`config.mk`:
```
export PLATFORM = sky130hd
export DESIGN_NAME = freq_div_multi
export DESIGN_NICKNAME = d
export VERILOG_FILES = /design/src/rtl/freq_div_pkg.sv /design/src/rtl/freq_div_ch.sv /design/src/rtl/freq_div_multi.sv
export SDC_FILE = /design/constraint.sdc
export NUM_CORES = 1
export LEC_CHECK = 0
export CAP_MARGIN = 10
export CORE_UTILIZATION = 34
export DETAILED_ROUTE_END_ITERATION = 16
export GPL_TIMING_DRIVEN = 0
export PLACE_DENSITY = 0.58
export RECOVER_POWER = 50
export SLEW_MARGIN = 25
export SYNTH_ARGS = -nofsm -noshare
export SYNTH_HDL_FRONTEND = slang
export SYNTH_SLANG_ARGS = --single-unit
```
`constraint.sdc`:
```
create_clock -name clk -period 14 [get_ports clk]
set_input_delay 3.5 -clock clk [delete_from_list [all_inputs] [get_ports clk]]
set_output_delay 3.5 -clock clk [all_outputs]
set_load 0.1 [all_outputs]
```
`src/rtl/freq_div_pkg.sv`:
```
// Shared constants for the multi-channel clock divider.
package freq_div_pkg;

  localparam int unsigned DivWDefault   = 16;
  localparam int unsigned DefDivDefault = 2;
  localparam int unsigned MinDiv        = 2;

endpackage

```
`src/rtl/freq_div_ch.sv`:
```
// One divider channel: a ceil(N/2)-high square wave with a rising-edge tick and a
// divisor that can be reloaded at period boundaries.
module freq_div_ch
  import freq_div_pkg::*;
#(
  parameter int unsigned DIV_W   = DivWDefault,
  parameter int unsigned DEF_DIV = DefDivDefault
) (
  input  logic             clk_i,
  input  logic             rst_i,
  input  logic             en_i,
  input  logic             load_i,
  input  logic [DIV_W-1:0] val_i,
  output logic             out_o,
  output logic             tick_o,
  output logic             err_o,
  output logic [DIV_W-1:0] active_o
);

  localparam logic [DIV_W-1:0] DefDiv  = DIV_W'(DEF_DIV);
  localparam logic [DIV_W-1:0] MinDivW = DIV_W'(MinDiv);

  logic [DIV_W-1:0] cnt_q, cnt_d;
  logic [DIV_W-1:0] act_q, act_d;
  logic [DIV_W-1:0] pend_q, pend_d;
  logic             pend_vld_q, pend_vld_d;
  logic             run_q;
  logic             out_q, out_d;
  logic             tick_q, tick_d;
  logic             err_q, err_d;
  logic             load_ok, wrap;
  logic [DIV_W-1:0] high_len;

  always_comb begin
    load_ok    = load_i && (val_i >= MinDivW);
    wrap       = run_q && (cnt_q == act_q - DIV_W'(1));
    cnt_d      = '0;
    out_d      = 1'b0;
    tick_d     = 1'b0;
    act_d      = act_q;
    pend_d     = pend_q;
    pend_vld_d = pend_vld_q;
    err_d      = load_i && !load_ok;
    high_len   = '0;
    if (!en_i) begin
      // Idle channel: counter parked at 0, new divisors apply at once.
      if (load_ok) begin
        act_d      = val_i;
        pend_d     = val_i;
        pend_vld_d = 1'b0;
      end else if (pend_vld_q) begin
        act_d      = pend_q;
        pend_vld_d = 1'b0;
      end
    end else begin
      if (!run_q || wrap) begin
        cnt_d = '0;
        if (pend_vld_q) begin
          act_d      = pend_q;
          pend_vld_d = 1'b0;
        end
      end else begin
        cnt_d = cnt_q + DIV_W'(1);
      end
      // A load seen on a boundary edge only waits for the following boundary.
      if (load_ok) begin
        pend_d     = val_i;
        pend_vld_d = 1'b1;
      end
      high_len = (act_d >> 1) + DIV_W'(act_d[0]);
      out_d    = (cnt_d < high_len);
      tick_d   = (cnt_d == '0);
    end
  end

  always_ff @(posedge clk_i) begin
    if (rst_i) begin
      cnt_q      <= '0;
      act_q      <= DefDiv;
      pend_q     <= DefDiv;
      pend_vld_q <= 1'b0;
      run_q      <= 1'b0;
      out_q      <= 1'b0;
      tick_q     <= 1'b0;
      err_q      <= 1'b0;
    end else begin
      cnt_q      <= cnt_d;
      act_q      <= act_d;
      pend_q     <= pend_d;
      pend_vld_q <= pend_vld_d;
      run_q      <= en_i;
      out_q      <= out_d;
      tick_q     <= tick_d;
      err_q      <= err_d;
    end
  end

  assign out_o    = out_q;
  assign tick_o   = tick_q;
  assign err_o    = err_q;
  assign active_o = act_q;

endmodule

```
`src/rtl/freq_div_multi.sv`:
```
// Array of independent clock-divider channels; this level only packs and unpacks
// the per-channel buses.
module freq_div_multi
  import freq_div_pkg::*;
#(
  parameter int unsigned NUM_CH  = 4,
  parameter int unsigned DIV_W   = DivWDefault,
  parameter int unsigned DEF_DIV = DefDivDefault
) (
  input  logic                    clk,
  input  logic                    rst,
  input  logic [NUM_CH-1:0]       en,
  input  logic [NUM_CH-1:0]       div_load,
  input  logic [NUM_CH*DIV_W-1:0] div_val,
  output logic [NUM_CH-1:0]       div_out,
  output logic [NUM_CH-1:0]       tick,
  output logic [NUM_CH-1:0]       load_err,
  output logic [NUM_CH*DIV_W-1:0] div_active
);

  for (genvar i = 0; i < NUM_CH; i++) begin : g_ch
    freq_div_ch #(
      .DIV_W   (DIV_W),
      .DEF_DIV (DEF_DIV)
    ) u_ch (
      .clk_i    (clk),
      .rst_i    (rst),
      .en_i     (en[i]),
      .load_i   (div_load[i]),
      .val_i    (div_val[i*DIV_W +: DIV_W]),
      .out_o    (div_out[i]),
      .tick_o   (tick[i]),
      .err_o    (load_err[i]),
      .active_o (div_active[i*DIV_W +: DIV_W])
    );
  end

endmodule
```
==> metrics.md <==
| Metric | Value |
|---|---|
| Largest net degree at the start of global routing | 14 |
| Max_slew headroom | 31.6% |
| Critical path startpoint category | register |
| Setup tns final | 0 ns |
| TritonCTS clock tree | built |
| Crit path required time | 14.46 ns |
| Crit. End Element | register |
| Final net count | between 2000 and 2500 |
| Post-CTS sizing | 0 |
| Status | finished, final reports clean |
| CTS max path bufs | 3 |
| Tcrit/Tclk final | 48.6% |
| Via density per instance | roughly 5.5 |
| # setup viols final | 0 |
| Seq/Total Area, Yosys | between 20% and 30% |
| Global-route wire length before repair | around 86000 um |
| Crit-path most repeated cell | a21o_1 |
| Final Max Tran Viols | 0 |
| Mean Syn Cell Area | ~7.5 sq um |
| Root Driver | clkbuf_16 |
| Fillers | about 4800 |
| Most common cell after layout, fill and taps aside | nor2_1 |
| Number of global-route vias before repair | approximately 16000 |
| Critical Path AT | 7.26 ns |
| Slowest stage cell, crit path | o41ai_4 |
| 1st-pass router iterations | 5 |
| Total Routing Usage GR | a little under a quarter |
| Slew @ Worst Pin | a little over 1 ns |
| Commonest non-fill, non-tap cells in the layout | nor2_1 (283), nand2_1 (261), dfxtp_1 (212) |
| Worst IR drop on VDD | just over 0.00008 V |
| Primary FF master, synth | dfxtp_1 |
| TritonCTS Buffers | 27 |
| Sink Count | 212 |
| Crit path buffers/inverters | 1 |
| Lkg Pwr | ~7.2 nW |
| Synthesized flop and latch total | around 210 |
| DRT Wirelength | ~55000 um |
| Port Buffers | 145 |
| Mapped Cells | ~2100 |
| Worst skew pair latency | around 0.56 ns |
| Area added between synthesis and finish | 19.4% |
| R2R Setup Slk | 7.20 ns |
| Maxcap violations | 0 |
| Synthesized Nets | ~2300 |
| Die X | between 200 and 250 um |
| Antenna violations before repair | 0 |
| Post-Route Skew | 0.0125 ns |
| Standard-cell rows | slightly below 80 |
| Layout cells sized above 1 | about 7.3% |
| Hold Worst Slack | between 0.4 and 0.5 ns |
| Top delay family on crit path | compound AO/OA/AOI/OAI gates |
| Via count | ~16000 |
| Async SR Flop Fraction | 0% |
| Critical path class | reg2reg |
| Power Density | between 90 and 100 nW/um^2 |
| Initial Util | 34.7% |
| Syn Std Cell Area | between 15000 and 20000 sq um |
| # hold bufs at CTS | 0 |
| DRT iter0 DRCs | between 1000 and 1500 |
| Number of routed nets with antenna violations | 0 |
| Fmax | 147 MHz |
| Post-CTS setup buffer count | 0 |
| Die Ht | about 220 um |
| Reg clk slew, reported paths | around 0.060 ns |
| Core box area | between 40000 and 50000 sq um |
| I/O pin cnt | 150 |
| Routability cong. | around 0.93 |
| Unrepaired setup endpoints after global routing | no |
| Delay of the slowest critical-path stage | 0.80 ns |
| Hold violation count in the final report | 0 |
| WL/cell | 19.0 um |
| Synth cell types | slightly below 80 |
| Min Tclk post-route | 6.80 ns |
| HP Class | reg2reg |
| Max H-tree Level | 1 |
| Final HPWL DP | 42600 um |
| Die area | ~48000 sq um |
| Ant diodes | 0 |
| DRC viols | 0 |
| Number of flops mapped to enable cells by yosys | 0 |
| Synth warn | 0 |
| GRT overflow | 0 |
| Worst-path fanout max | 9 |
## report_power, final
group / internal [mW] / switching (mW)
Clock: 0.419 / 0.284
Combinational: 0.153 / 0.308
Sequential: 0.629 / 0.0270
## flip-flops by register name (all words and copies together) (netlist names)
signal / flops
g_ch.u_ch.tick_o: 4
g_ch.u_ch.pend_vld_q: 4
g_ch.u_ch.active_o: 64
g_ch.u_ch.cnt_q: 64
g_ch.u_ch.pend_q: 64
g_ch.u_ch.err_o: 4
g_ch.u_ch.run_q: 4
g_ch.u_ch.out_o: 4
## worst reg2reg max path, delay by kind of cell, from the launching register on
family	cells	cell delay, ns
xor+xnor	1	0.21
buf+inv	1	0.12
simple gates	8	2.13
flops	1	0.38
mux	1	0.32
fa+ha+maj	3	0.70
compound gates	12	2.86
## logic make-up (layout without fill, tap and decap cells)
family	count (synthesis)	in the layout	share of synthesized area, %
mux	122	122	8.14
buf+inv	201	395	5.54
compound gates	388	388	15.5
simple gates	896	896	26.5
flops	212	212	26.8
xor+xnor	208	208	11.5
fa+ha+maj	78	78	6.12
## per-layer routing
metal  global-route usage [%]  wire (um)  vias to the layer above  part of all wire (%)
li1                         -          -                     7693                     -
met3                     2.41       3190                       91                   5.8
met5                        0          0                        -                     0
met4                     6.81       1430                        0                   2.6
met1                     30.9      25100                     7545                    46
met2                     38.0      25400                      540                    46
## metrics by stage
| step | std cells | total power, mW | cell area (sq um) | util [%] | worst slack (ns) |
|---|---|---|---|---|---|
| after floorplan | 2105 | 0.986 | 15900 | - | 7.84 |
| after global placement | 2850 | 1.12 | 18100 | 39.6 | 7.26 |
| after detailed placement | 2850 | 1.12 | 18100 | 39.6 | 7.26 |
| after CTS | 2899 | 1.83 | 18900 | 41.5 | 7.21 |
| after global routing | 2899 | 1.89 | 18900 | 41.5 | 6.78 |
| final | 2899 | 1.82 | 18900 | 41.5 | 7.20 |
## cell usage after synthesis (all sizes together), types with 60 or more instances
cell type | number | area [sq um]
dfxtp | 212 | 4240
xor2 | 96 | 841
xnor2 | 112 | 981
nand2 | 262 | 991
ha | 76 | 951
nor2 | 284 | 1070
nor3 | 60 | 305
o21ai | 67 | 335
mux2i | 66 | 661
nand3 | 66 | 330
a21oi | 168 | 845
clkbuf | 109 | 409
## path summary, 6_finish.rpt
check	start	to	depth (start not counted)
worst min-delay path	g_ch[1].u_ch.pend_q[8]	g_ch[1].u_ch.pend_q[8]	2
worst max-delay path	g_ch[2].u_ch.active_o[1]	g_ch[2].u_ch.out_o	26
worst min register to register	g_ch[1].u_ch.pend_q[8]	g_ch[1].u_ch.pend_q[8]	2
worst max register to register	g_ch[2].u_ch.active_o[1]	g_ch[2].u_ch.out_o	26
## final cells by class
class / count / area [sq um] / share of cell area (%)
Clock buffer: 44 / 830 / 4.38
Clock inverter: 5 / 53.8 / 0.284
Tap cell: 600 / 751 / 3.96
Timing Repair Buffer: 145 / 1450 / 7.66
Multi-Input combinational cell: 1692 / 10700 / 56.7
Inverter: 43 / 161 / 0.852
Sequential cell: 212 / 4240 / 22.4
Buffer: 158 / 716 / 3.78
No activity file was read; power rests on OpenSTA's default activity.
